[config.mk]
export PLATFORM = sky130hd
export DESIGN_NAME = alu_exec_stage
export DESIGN_NICKNAME = d
export VERILOG_FILES = /design/src/rtl/alu_pkg.sv /design/src/rtl/alu_core.sv /design/src/rtl/alu_exec_stage.sv
export SDC_FILE = /design/constraint.sdc
export NUM_CORES = 1
export LEC_CHECK = 0
export ABC_CLOCK_PERIOD_IN_PS = 2250
export BUFFER_PORTS_ARGS = -buffer_cell sky130_fd_sc_hd__buf_2
export CAP_MARGIN = 15
export CORE_MARGIN = 2
export CORE_UTILIZATION = 45
export DETAILED_ROUTE_END_ITERATION = 6
export GPL_TIMING_DRIVEN = 1
export PLACE_DENSITY = 0.77
export RECOVER_POWER = 50
export SETUP_SLACK_MARGIN = 0.15
export SYNTH_ARGS = -nofsm -noshare
export SYNTH_HDL_FRONTEND = slang
export SYNTH_HIERARCHICAL = 1
export SYNTH_SLANG_ARGS = --single-unit
[constraint.sdc]
create_clock -name clk -period 2.25 [get_ports clk]
set_clock_uncertainty 0.1 [all_clocks]
set_input_delay 0.3375 -clock clk [delete_from_list [all_inputs] [get_ports clk]]
set_output_delay 0.3375 -clock clk [all_outputs]
set_load 0.03 [all_outputs]
[src/rtl/alu_pkg.sv]
// Shared definitions for the ALU execute stage: opcodes, status bit positions, buffer states.
package alu_pkg;

    localparam logic [1:0] ALU_ADD  = 2'b00;
    localparam logic [1:0] ALU_SUB  = 2'b01;
    localparam logic [1:0] ALU_AND  = 2'b10;
    localparam logic [1:0] ALU_NOTB = 2'b11;

    localparam int ST_Z = 0;
    localparam int ST_N = 1;
    localparam int ST_V = 2;

    typedef enum logic {
        ST_EMPTY = 1'b0,
        ST_FULL  = 1'b1
    } state_t;

    // Signed overflow of x + y given the sign bits of x, y and the sum.
    function automatic logic add_ovf(input logic sx, input logic sy, input logic sr);
        return (sx == sy) && (sr != sx);
    endfunction

endpackage

[src/rtl/alu_core.sv]
// Combinational ALU: ADD, SUB, AND, NOT B with Z/N/V flags on the raw result.
// Overflow flag only exists when ALU_OVERFLOW_EN is defined; otherwise v is tied low.
module alu_core
    import alu_pkg::*;
#(
    parameter int WIDTH = 16
) (
    input  logic [WIDTH-1:0] a,
    input  logic [WIDTH-1:0] b,
    input  logic [1:0]       aluop,
    output logic [WIDTH-1:0] r,
    output logic             z,
    output logic             n,
    output logic             v
);

    always_comb begin
        r = '0;
        case (aluop)
            ALU_ADD:  r = a + b;
            ALU_SUB:  r = a - b;
            ALU_AND:  r = a & b;
            ALU_NOTB: r = ~b;
            default:  r = 'x;
        endcase
    end

    assign z = (r == '0);
    assign n = r[WIDTH-1];

`ifdef ALU_OVERFLOW_EN
    // A - B overflows exactly when A + ~B would, looking only at sign bits.
    always_comb begin
        v = 1'b0;
        case (aluop)
            ALU_ADD: v = add_ovf(a[WIDTH-1], b[WIDTH-1], r[WIDTH-1]);
            ALU_SUB: v = add_ovf(a[WIDTH-1], ~b[WIDTH-1], r[WIDTH-1]);
            default: v = 1'b0;
        endcase
    end
`else
    assign v = 1'b0;
`endif

endmodule

[src/rtl/alu_exec_stage.sv]
// ALU execute stage with a one-entry registered output buffer and {V,N,Z} status register.
// ALU_OVERFLOW_EN enables the V flag; without it status[2] stays 0.
//
// state    | meaning
// ST_EMPTY | no result held, always ready for input
// ST_FULL  | c_out holds an unconsumed result; input accepted only alongside a take
module alu_exec_stage
    import alu_pkg::*;
#(
    parameter int WIDTH = 16
) (
    input  logic             clk,
    input  logic             reset_n,
    input  logic             in_valid,
    output logic             in_ready,
    input  logic [WIDTH-1:0] ain,
    input  logic [WIDTH-1:0] bin,
    input  logic [1:0]       aluop,
    input  logic             loads,
    output logic             out_valid,
    input  logic             out_ready,
    output logic [WIDTH-1:0] c_out,
    output logic [2:0]       status
);

    state_t           state;
    logic [WIDTH-1:0] r;
    logic             z;
    logic             n;
    logic             v;
    logic             accept;
    logic             take;

    alu_core #(.WIDTH(WIDTH)) u_core (
        .a     (ain),
        .b     (bin),
        .aluop (aluop),
        .r     (r),
        .z     (z),
        .n     (n),
        .v     (v)
    );

    // Ready passes straight through from the consumer when full, so a stream has no bubbles.
    assign in_ready = (state == ST_EMPTY) || out_ready;
    assign accept   = in_valid && in_ready;
    assign take     = out_valid && out_ready;

    always_ff @(posedge clk or negedge reset_n) begin
        if (!reset_n) begin
            state     <= ST_EMPTY;
            out_valid <= 1'b0;
            c_out     <= '0;
            status    <= 3'b000;
        end else begin
            case (state)
                ST_EMPTY: begin
                    if (accept) begin
                        c_out     <= r;
                        state     <= ST_FULL;
                        out_valid <= 1'b1;
                    end
                end
                ST_FULL: begin
                    if (accept) begin
                        c_out <= r;
                    end else if (take) begin
                        state     <= ST_EMPTY;
                        out_valid <= 1'b0;
                    end
                end
                default: begin
                    state     <= ST_EMPTY;
                    out_valid <= 1'b0;
                end
            endcase

            if (accept && loads) begin
                status[ST_V] <= v;
                status[ST_N] <= n;
                status[ST_Z] <= z;
            end
        end
    end

endmodule

Word level (Yosys, flattened, before mapping) --
Cells that the tools add are included.
Operators by class: add/subtract/negate cells 2, equality and inequality tests 6, multiplexer cells 10, bitwise gates (word level) 3, reduce and logical (&&, ||, !) cells 7
Operators with widths (count):
- $pmux W16 S4 | 1
- $add A16 B16 Y16 | 1
- $and A16 B16 Y16 | 1
- $logic_not A16 Y1 | 1
- $mux W16 | 1
- $not A16 Y16 | 1
- $sub A16 B16 Y16 | 1
- $mux W1 | 6
- $eq A2 B2 Y1 const B | 2
- $ne A2 B2 Y1 const B | 2
- $pmux W1 S2 | 2
- $logic_and A1 B1 Y1 | 3
- $reduce_and A3 Y1 | 1
- $eq A2 B1 Y1 const B | 1
- $logic_not A2 Y1 | 1
- $ne A2 B1 Y1 const B | 1
- $logic_or A1 B1 Y1 | 1
- $not A1 Y1 | 1
Word-level totals: bits in registers 20, input bits 39, output and inout bits 21, word-level logic and storage cells 32

Longest topological paths before layout --
Gate-level depths: netlist (run 1).
depth after elaboration 5, gate-level depth with buffers 16, mapped depth without buffers 15

Cells and area by module --
Netlist (run 1), hierarchy kept.
By module, submodules not included:
- alu_core | times used 1, cells an instance 256, area each 1734.2 µm², seq. area each 0.0 µm²
- alu_exec_stage | times used 1, cells an instance 50, area each 862.1 µm², seq. area each 525.5 µm²

Least setup slack after synthesis (run 1) --
No wires, ideal clock.
path kind in2reg, from in bin[8], to reg status[0], setup time 65 ps, arrival 3662 ps, data required time 2085 ps, path slack -1578 ps, stages 14, path buffers 0, path through or4_4 and4b_2 nor2_1 xnor2_1 ha_1 and2_1 a221o_1 a31oi_1 o211a_1 nor3_1 a221oi_2 o221ai_2 a2111oi_2 mux2_2
Between the ends: cells in the longest elaborated chain, start to end 3, elaborated cells on any way between the ends 6, those cells by class add/sub: 2; mux: 1; bitwise: 2; reduce/logical: 1
RTL lines:
- start: declaration | RTL line alu_exec_stage.sv:17 | input logic [WIDTH-1:0] bin,
- $sub A16 B16 Y16 or $add A16 B16 Y16 (tied branches) | RTL line alu_core.sv:21, alu_core.sv:20
- $pmux W16 S4 (*) | RTL line alu_core.sv:19 | case (aluop)
- named net n | RTL line alu_exec_stage.sv:29 | logic n;
- $logic_not A16 Y1 (*) | RTL line alu_core.sv:28 | assign z = (r == '0);
- named net z | RTL line alu_exec_stage.sv:28 | logic z;
- end signal: indexed assignment | RTL line alu_exec_stage.sv:79 | status[ST_V] <= v;
- end signal: indexed assignment | RTL line alu_exec_stage.sv:80 | status[ST_N] <= n;
- end signal: indexed assignment | RTL line alu_exec_stage.sv:81 | status[ST_Z] <= z;
- end: declaration | RTL line alu_exec_stage.sv:23 | output logic [2:0] status
The timed path passes the listed nets; every way through them passes the cells marked *. A chain may end at the register's enable or synchronous reset.

Worst setup path after layout (run 1) --
from in bin[8], to reg status[0]
Between the ends: cells in the longest elaborated chain, start to end 3, elaborated cells on any way between the ends 6, those cells by class add/sub: 2; mux: 1; bitwise: 2; reduce/logical: 1
RTL lines:
- $sub A16 B16 Y16 or $add A16 B16 Y16 (tied branches) | RTL line alu_core.sv:21, alu_core.sv:20
- $pmux W16 S4 (*) | RTL line alu_core.sv:19
- named net r[13] | RTL line alu_exec_stage.sv:27 | logic [WIDTH-1:0] r;
- $logic_not A16 Y1 (*) | RTL line alu_core.sv:28
- named net z | RTL line alu_exec_stage.sv:28
Marked as above.

==> results of run 1 <==
[sequential cells by signal (all words and copies together) (netlist names)]
| signal | flops |
|---|---|
| status | 3 |
| state | 1 |
| out_valid | 1 |
| c_out | 16 |
[final timing paths]
check	end	slack, ns	cells after the start
max	status[0]	-1.35	16
min in group asynchronous	c_out[1]	0.67	2
min reg2reg	c_out[4]	0.41	1
max in group asynchronous	c_out[14]	0.75	2
min	state	0.26	2
max reg2reg	c_out[3]	0.91	3
[critical path, delay by kind of cell]
kind	cells	cell delay (ns)
muxes	1	0.19
adders and majority gates	1	0.31
AOI/OAI and AO/OA	5	1.08
xor gates and xnor gates	1	0.12
buffers and inverters	2	0.25
and+or+nand+nor	6	1.41
[synthesized netlist by cell type (6+ instances only)]
| library cell | count |
|---|---|
| clkbuf_1 | 9 |
| xor2_1 | 12 |
| mux2_4 | 10 |
| nor3_1 | 9 |
| dfrtp_1 | 21 |
| inv_1 | 11 |
| nor2b_1 | 7 |
| a21oi_1 | 17 |
| o21ai_0 | 24 |
| o31ai_1 | 6 |
| ha_1 | 17 |
| nand3_1 | 17 |
| mux2_2 | 10 |
| nand2_1 | 20 |
| nor2_1 | 17 |
| xnor2_1 | 8 |
[metrics by stage]
step / utilization, % / TNS [ns] / cell area, sq um / total power, mW / worst slack, ns
final: 72.49 / -9.966 / 4016 / 2.240 / -1.352
after global routing: 72.49 / -11.80 / 4016 / 2.372 / -1.507
after CTS: 69.65 / -9.294 / 3859 / 2.148 / -1.280
after detailed placement: 65.74 / -14.66 / 3642 / 1.834 / -1.687
after global placement: 65.74 / -13.59 / 3642 / 1.790 / -1.577
after floorplan: - / -9.098 / 2794 / 1.366 / -1.475
[layout make-up]
cell class              count  area (sq um)
flip-flops and latches     21         525.5
clock buffers               3         41.29
fillers                   420          1524
inverters                  12         52.55
repair buffers            153          1040
well taps                  72         90.09
multi-input cells         260          2262
clock inverters             1         5.005
[layer usage]
| layer | wire, microns | global-route usage [%] | share of wire, % |
|---|---|---|---|
| met4 | 201 | 8.305 | 2.4 |
| met5 | 0 | 0 | 0 |
| met3 | 652 | 1.923 | 7.8 |
| met1 | 3473 | 31.95 | 41 |
| met2 | 4079 | 43.67 | 49 |
[power groups by stage]
stage | combinational (mW) | clock, mW | sequential [mW]
global placement | 1.26 | 0 | 0.528
CTS | 1.37 | 0.251 | 0.530
global route | 1.57 | 0.261 | 0.539
finish | 1.47 | 0.243 | 0.528
detailed placement | 1.30 | 0 | 0.535
floorplan | 0.643 | 0 | 0.723
[logic make-up (layout without fill, tap and decap cells)]
family | count (synthesis) | in the layout | share of synthesized area, %
buf+inv | 25 | 169 | 4.578
compound gates | 94 | 94 | 26.12
flops | 21 | 21 | 20.24
other cells | 1 | 1 | 0.1444
fa+ha+maj | 18 | 18 | 8.964
mux | 21 | 21 | 10.51
xor+xnor | 20 | 20 | 6.747
simple gates | 106 | 106 | 22.70
[what timing repair did]
| item | CTS | global route |
|---|---|---|
| setup endpoints to repair | 16 | 17 |
| pin swaps | 25 | 11 |
| buffers inserted | 6 | 7 |
| resized for setup | 31 | 25 |
| hold buffers | 1 | 0 |
| endpoints found under the hold margin | 21 | 0 |
==> results_dict.tcl, run 1 <==
set metrics [dict create \
    grt_max_degree 30 \
    violations "setup timing" \
    final_nets 508 \
    die_h_microns 79.96 \
    slew_violations 0 \
    dp_cells 504 \
    grt_pass1_vias 2773 \
    dieArea_sq_um 6393 \
    path_class "in2reg" \
    yosysWarnings 6 \
    wirelength_microns 8407 \
    cp-start-kind "primary input" \
    worstPathRequired_ns 2.36 \
    period_share_pct 160.1 \
    p_sw_mw 0.9526 \
    final_cells 522 \
    cts_buffers 3 \
    crit_fanout 4 \
    insertion_delay_ns 0.26 \
    h-tree-depth 1 \
    worst_pin_slew_ns 1.052 \
    port_buffers 59 \
    layout-drive-gt1-share_pct 53.11 \
    power_density_nw_per_um2 557.8 \
    holdCritStartpoint "in_valid" \
    synth_area_per_cell_sq_um 8.484 \
    drv_cap 0 \
    cts_tree "yes" \
    hold_viol_final 0 \
    holdCritPathClass "in2reg" \
    netSwitchingFraction_pct 42.52 \
    post-synth-top-area-fraction_pct 20.24 \
    clock-sinks 21 \
    clock_power_share_pct 10.9 \
    dp_hpwl_microns 6145 \
    outcome "complete, but fails checks" \
    synth_flop_cell "dfrtp_1" \
    firstDrtPassIters 5 \
    max_stage_delay_ns 0.54 \
    ys_seq_area_share_pct 20.24 \
    layout_commonest_cell "buf_4" \
    syn_area_sq_um 2596 \
    num_rows 27 \
    core_area_sq_um 5540 \
    timing.rr.start "state" \
    arrival_ns 3.71 \
    overflow 0 \
    async_flop_share_pct 100.0 \
    start_util_pct 46.86 \
    antenna_left 0 \
    synth_edf_count 0 \
    postSynthCellCount 306 \
    max_freq_ghz 0.2776 \
    clk_pin_slew_ns 0.07 \
    syn2layout_area_growth_pct 54.70 \
    yosysTopAreaCell "dfrtp_1" \
    end_kind "register" \
    antenna_cells 0 \
    clockBufferDepth 2 \
    cp-startpoint "bin[8]" \
    drt_iter0_markers 182 \
    holdWs_ns 0.2617 \
    antenna_found_initial 0 \
    layout_min_cycle_time_ns 3.602 \
    grt_usage_pct 24.86 \
    synth_nets 363 \
    setup_viol 14 \
    vias 3047 \
    rsz0062_at_grt "yes" \
    final_cell_mix "buf_4 (91), buf_2 (52), dfrtp_1 (21)" \
    viasPerCell 5.837 \
    crit_chain "buf_6 -> or4_4 -> and4b_2 -> nor2_2 -> xnor2_1 -> ha_1 -> and2_4 -> a221o_1 -> buf_4 -> a21oi_4 -> o211a_1 -> a221oi_2 -> nor3_1 -> nand3_1 -> a2111oi_2 -> mux2_4" \
    wire_per_inst_microns 16.11 \
    cpMaxStageDelayCell "or4_4" \
    cts_root_buf "clkbuf_8" \
    power_frac_comb_pct 65.6 \
    p_leak_nw 1.917 \
    synth_cell_type_count 64 \
    die-width_microns 79.96 \
    io_pins 60 \
    ys_seq_elements 21 \
    grt_pass1_wl_microns 12640 \
    post-route-drc-count 0 \
    seq_power_share_pct 23.6 \
    slew_headroom_pct 29.85 \
    ir_drop_uv 396.0 \
    gp_congestion 0.9211 \
    synthTopCellsByArea "dfrtp_1 (20%), ha_1 (8.2%), mux2_4 (5.8%), o21ai_0 (4.6%), mux2_2 (4.3%)" \
    final.setup.worst_slack_ns -1.352 \
    p_int_mw 1.288 \
]
(Power assumes the default switching activity.)
==> inputs of run 2 (changes only) <==
Settings changed: PLACE_DENSITY 0.77 to 0.78, SYNTH_HIERARCHICAL 1 to not set.
==> run 2 against run 1 <==
Net effect: the run still ends with setup timing left; die area decreased by 11%; sequential share of layout area increased by 0.28 points; maximum frequency decreased by 4.8%; largest cell class unchanged.
==> results_dict.tcl, run 2 <==
set metrics [dict create \
    h-tree-depth 1 \
    arrival_ns 3.84 \
    synth_cell_type_count 61 \
    path_class "in2reg" \
    top_regs "c_out: 16 flops, status: 2 flops" \
    cp-start-kind "primary input" \
    drt_iter0_markers 148 \
    period_share_pct 168.1 \
    wire_per_inst_microns 16.18 \
    p_sw_mw 0.8835 \
    power_density_nw_per_um2 554.7 \
    firstDrtPassIters 5 \
    yosysWarnings 0 \
    dp_hpwl_microns 5529 \
    wirelength_microns 7978 \
    p_int_mw 1.194 \
    busiest_layer "met2" \
    violations "setup timing" \
    grt_usage_pct 25.82 \
    io_pins 60 \
    syn_area_sq_um 2306 \
    antenna_cells 0 \
    grt_use_met2_pct 45.12 \
    clock-sinks 20 \
    gr-usage-met1_pct 33.74 \
    synthTopCellsByCount "o21ai_0 (30), nand2_1 (26), dfrtp_1 (20), nor2_1 (20), a21oi_1 (18)" \
    final_cell_mix "buf_4 (84), buf_2 (52), nand2_1 (23)" \
    viasPerCell 5.671 \
    post-route-drc-count 0 \
    grt_pass1_vias 2552 \
    postSynthCellCount 285 \
    start_util_pct 46.03 \
    core_area_sq_um 5010 \
    syn2layout_area_growth_pct 62.40 \
    final_cells 493 \
    fill_cells 360 \
    vias 2796 \
    port_buffers 58 \
    synth_edf_count 0 \
    dieArea_sq_um 5713 \
    synth_most_common_cell "o21ai_0" \
    place_ws_ns -1.644 \
    layout_min_cycle_time_ns 3.783 \
    seq_power_share_pct 22.9 \
    largest_reg_flops 16 \
    synth_nets 342 \
    clk_pin_slew_ns 0.07 \
    synthTopCellsByArea "dfrtp_1 (22%), ha_1 (9.2%), o21ai_0 (6.5%), xnor2_1 (6.1%), nand2_1 (4.2%)" \
    p_leak_nw 1.761 \
    layout_commonest_cell "buf_4" \
    antenna_left 0 \
    clockBufferDepth 2 \
    crit_fanout 8 \
    holdWs_ns 0.2380 \
    netSwitchingFraction_pct 42.53 \
    layout-drive-gt1-share_pct 51.30 \
    async_flop_share_pct 100.0 \
    multi_input_area_sq_um 2023 \
    antenna_found_initial 0 \
    setup_viol 13 \
    gp_congestion 0.8721 \
    regMostFlops "c_out" \
    worstPathRequired_ns 2.31 \
    die_h_microns 75.59 \
    overflow 0 \
    clock_power_share_pct 10.9 \
    ys_seq_elements 20 \
    grt_pass1_wl_microns 11430 \
    dp_cells 473 \
    die-width_microns 75.59 \
    power_frac_comb_pct 66.2 \
    yosysTopAreaCell "dfrtp_1" \
    synth_flop_cell "dfrtp_1" \
    ys_seq_area_share_pct 21.70 \
    final-seq-area_sq_um 500.5 \
    post-synth-top-area-fraction_pct 21.70 \
    r2r_setup_slack_ns 0.01 \
    insertion_delay_ns 0.25 \
    drv_cap 0 \
    end_kind "register" \
    cts_root_buf "clkbuf_8" \
    hold_viol_final 0 \
    grt_max_degree 28 \
    final.setup.worst_slack_ns -1.533 \
    worst_pin_slew_ns 1.016 \
    holdCritPathClass "in2reg" \
    max_freq_ghz 0.2643 \
    use_met3_pct 1.058 \
    slew_violations 0 \
    num_rows 26 \
    rsz0062_at_grt "yes" \
    final_nets 482 \
    cts_tree "yes" \
    ir_drop_uv 326.9 \
    slew_headroom_pct 32.25 \
    outcome "complete, but fails checks" \
    cts_buffers 3 \
    total_power_mw 2.077 \
    synth_area_per_cell_sq_um 8.091 \
]
-- run 2: cell count changes after synthesis, moves of 4 or more --
cell / before / now
a21boi_0: 4 / 0
mux2_4: 10 / 0
nand2_1: 20 / 26
nor2b_1: 7 / 2
o21ai_0: 24 / 30
o21ai_1: 0 / 4
o31ai_1: 6 / 2
xnor2_1: 8 / 16
xor2_1: 12 / 6
-- run 2: final cells by class --
class / count / share of cell area (%)
tap: 70 / 2.339
inverter: 12 / 1.871
multi-input combinational: 240 / 54.03
timing repair buffer: 148 / 27.30
clock buffer: 3 / 1.103
sequential: 20 / 13.36
-- run 2: power groups by stage --
stage	logic, mW	clock network [mW]	registers, mW
5_1_grt	1.47	0.243	0.487
3_5_place_dp	1.14	0	0.484
6_report	1.37	0.226	0.477
3_3_place_gp	1.11	0	0.481
4_1_cts	1.24	0.230	0.477
2_1_floorplan	0.571	0	0.642
-- run 2: path summary, 6_finish.rpt --
kind	cells past startpoint	startpoint	end
worst min register to register	1	state	out_valid
worst max register to register	7	state	status[0]
worst min-delay path	2	in_valid	state
worst max-delay path	18	bin[0]	status[0]
max in group asynchronous	2	reset_n	c_out[7]
min in group asynchronous	2	reset_n	c_out[12]
-- run 2: per-layer routing --
metal  part of all wire (%)  wire [microns]
met4                    3.4             273
met1                     42            3318
met5                      0               0
met2                     50            3955
met3                    5.4             430
-- run 2: logic make-up (layout without fill, tap and decap cells) --
kind of cell / count (synthesis) / in the layout / synth area share, %
XOR/XNOR: 22 / 22 / 8.356
buffers and inverters: 25 / 163 / 5.154
flip-flops: 20 / 20 / 21.70
multiplexers: 9 / 9 / 4.341
AO/OA/AOI/OAI: 99 / 99 / 29.95
other: 1 / 1 / 0.1626
adder cells (fa/ha/maj): 18 / 18 / 10.09
AND/OR/NAND/NOR: 91 / 91 / 20.24
-- run 2: per-stage QoR --
| stage | area (sq um) | TNS, ns | util [%] |
|---|---|---|---|
| 6_report | 3745 | -11.61 | 74.75 |
| 5_1_grt | 3745 | -12.99 | 74.75 |
| 2_1_floorplan | 2510 | -9.524 | - |
| 3_3_place_gp | 3299 | -13.32 | 65.86 |
| 3_5_place_dp | 3299 | -14.74 | 65.86 |
| 4_1_cts | 3536 | -9.631 | 70.58 |
-- run 2: critical path, cell delays in order --
cell,delay [ns]
buf_12,0.11
inv_12,0.04
ha_4,0.14
nand2b_4,0.05
or4_4,0.44
nor2_4,0.13
nand2_1,0.05
o21ai_1,0.21
xor2_1,0.35
ha_4,0.30
buf_4,0.15
nand4_1,0.12
or2_2,0.15
a21oi_2,0.05
a311oi_1,0.24
a32oi_1,0.16
or4b_1,0.53
o41ai_2,0.27
-- run 2: what timing repair did --
action                                  CTS  global route
setup buffers                             8             8
gates cloned                              0             0
pin swaps                                23            28
endpoints found under the hold margin    20             0
resized for setup                        36            31
endpoints found under the setup margin   15            16
hold buffers                              1             0
==> inputs of run 3 (changes only) <==
Settings changed: BUFFER_PORTS_ARGS -buffer_cell sky130_fd_sc_hd__buf_2 to not set, DONT_BUFFER_PORTS set to 1, PLACE_DENSITY 0.78 to 0.68, TNS_END_PERCENT set to 10.
==> run 3 against run 2 <==
Net effect: the flow still finishes with violations (setup timing); sequential share of layout area rose by 3.4 points; combinational power down 39%; flip-flop and latch count unchanged; global-route usage fell by 4.4 points; largest cell class unchanged; largest power group unchanged; highest routed layer unchanged.
==> results_dict.tcl, run 3 (same netlist as run 2, synthesis figures left out) <==
set metrics [dict create \
    outcome "complete, but fails checks" \
    violations "setup timing" \
    vias 2220 \
    power_density_nw_per_um2 569.8 \
    h-tree-depth 1 \
    drt_iter0_markers 47 \
    period_share_pct 156.4 \
    clockBufferDepth 2 \
    grt_max_degree 35 \
    die_h_microns 75.59 \
    cp-start-kind "primary input" \
    final_cell_mix "buf_4 (49), nand2_1 (25), o21ai_0 (21)" \
    p_leak_nw 1.267 \
    num_rows 26 \
    clk_pin_slew_ns 0.06 \
    place_ws_ns -1.493 \
    dp_hpwl_microns 4933 \
    path_class "in2reg" \
    worst_pin_slew_ns 0.8716 \
    grt_usage_pct 21.37 \
    worstPathRequired_ns 2.30 \
    ir_drop_uv 295.4 \
    dieArea_sq_um 5713 \
    overflow 0 \
    layout_commonest_cell "buf_4" \
    start_util_pct 46.03 \
    regMostFlops "c_out" \
    insertion_delay_ns 0.25 \
    final_nets 387 \
    final.setup.worst_slack_ns -1.269 \
    gp_congestion 0.8904 \
    die-width_microns 75.59 \
    setup_viol 12 \
    largest_reg_flops 16 \
    wire_per_inst_microns 15.34 \
    firstDrtPassIters 4 \
    viasPerCell 5.578 \
    top_regs "c_out: 16 flops, status: 2 flops" \
    slew_violations 0 \
    crit_fanout 7 \
    clock-sinks 20 \
    final.setup.tns_ns -7.963 \
    cts_buffers 3 \
    layout-drive-gt1-share_pct 31.10 \
    antenna_found_initial 0 \
    io_pins 60 \
    drv_cap 0 \
    end_kind "register" \
    post-route-drc-count 0 \
    grt_pass1_vias 2109 \
    final_util_pct 59.54 \
    port_buffers 0 \
    slew_headroom_pct 41.70 \
    grt_pass1_wl_microns 9528 \
    placed_cell_area_sq_um 2745 \
    holdCritPathClass "in2reg" \
    syn2layout_area_growth_pct 29.35 \
    antenna_cells 0 \
    antenna_left 0 \
    cts_root_buf "clkbuf_8" \
    design_area_sq_um 2983 \
    wirelength_microns 6104 \
    hold_viol_final 0 \
    rsz0062_at_grt "yes" \
    cts_tree "yes" \
    fill_cells 475 \
    layout_min_cycle_time_ns 3.519 \
    core_area_sq_um 5010 \
    arrival_ns 3.57 \
    max_freq_ghz 0.2842 \
]
[run 3: cell type report]
class | count | area [sq um] | area share (%)
tap | 70 | 87.58 | 2.936
inverter | 12 | 78.83 | 2.643
sequential | 20 | 500.5 | 16.78
multi-input combinational | 240 | 1871 | 62.71
timing repair buffer | 53 | 404.1 | 13.55
clock buffer | 3 | 41.29 | 1.384
[run 3: worst max-delay path, cell delays in order]
cell       delay (ns)
clkinv_16        0.03
ha_4             0.13
nand2b_4         0.05
or4_4            0.50
nor2_4           0.11
nand2_1          0.07
o21ai_2          0.16
xor2_2           0.20
ha_4             0.26
a21o_1           0.17
a21oi_2          0.17
a21oi_2          0.08
a311oi_2         0.24
a32oi_1          0.16
or4b_1           0.56
o41ai_2          0.33
[run 3: stage by stage]
stage          hold WS, ns  std cells  power, mW
6_report           0.08450        398      1.700
3_5_place_dp      -0.05757        389      1.404
4_1_cts            0.08091        394      1.668
3_3_place_gp      -0.05772        389      1.382
2_1_floorplan     -0.05809        285      1.180
5_1_grt            0.08256        398      1.825
[run 3: per-layer routing]
metal / GRT usage [%] / up-vias / part of all wire [%]
met3: 3.439 / 6 / 5.8
met2: 35.65 / 54 / 47
met1: 28.90 / 1020 / 46
li1: - / 1140 / -
met4: 5.263 / 0 / 1.1
met5: 0 / - / 0
[run 3: final timing paths]
path	startpoint	end	slack (ns)	depth (start not counted)
max	bin[1]	status[0]	-1.27	16
max in group asynchronous	reset_n	c_out[13]	0.97	1
max reg2reg	state	status[0]	-0.04	7
min	in_valid	state	0.08	1
min in group asynchronous	reset_n	c_out[8]	0.55	1
min reg2reg	state	out_valid	0.37	1
[run 3: what timing repair did]
action                                  CTS  global route
hold endpoints to repair                 20             0
endpoints found under the setup margin   14            14
buffers inserted                          1             4
pin swaps                                11            17
resized for setup                        14            27
hold buffers                              1             0
[run 3: where the power goes]
| part | internal, mW | switching [mW] |
|---|---|---|
| sequential | 0.436 | 0.215 |
| clock | 0.119 | 0.0994 |
| combinational | 0.432 | 0.398 |
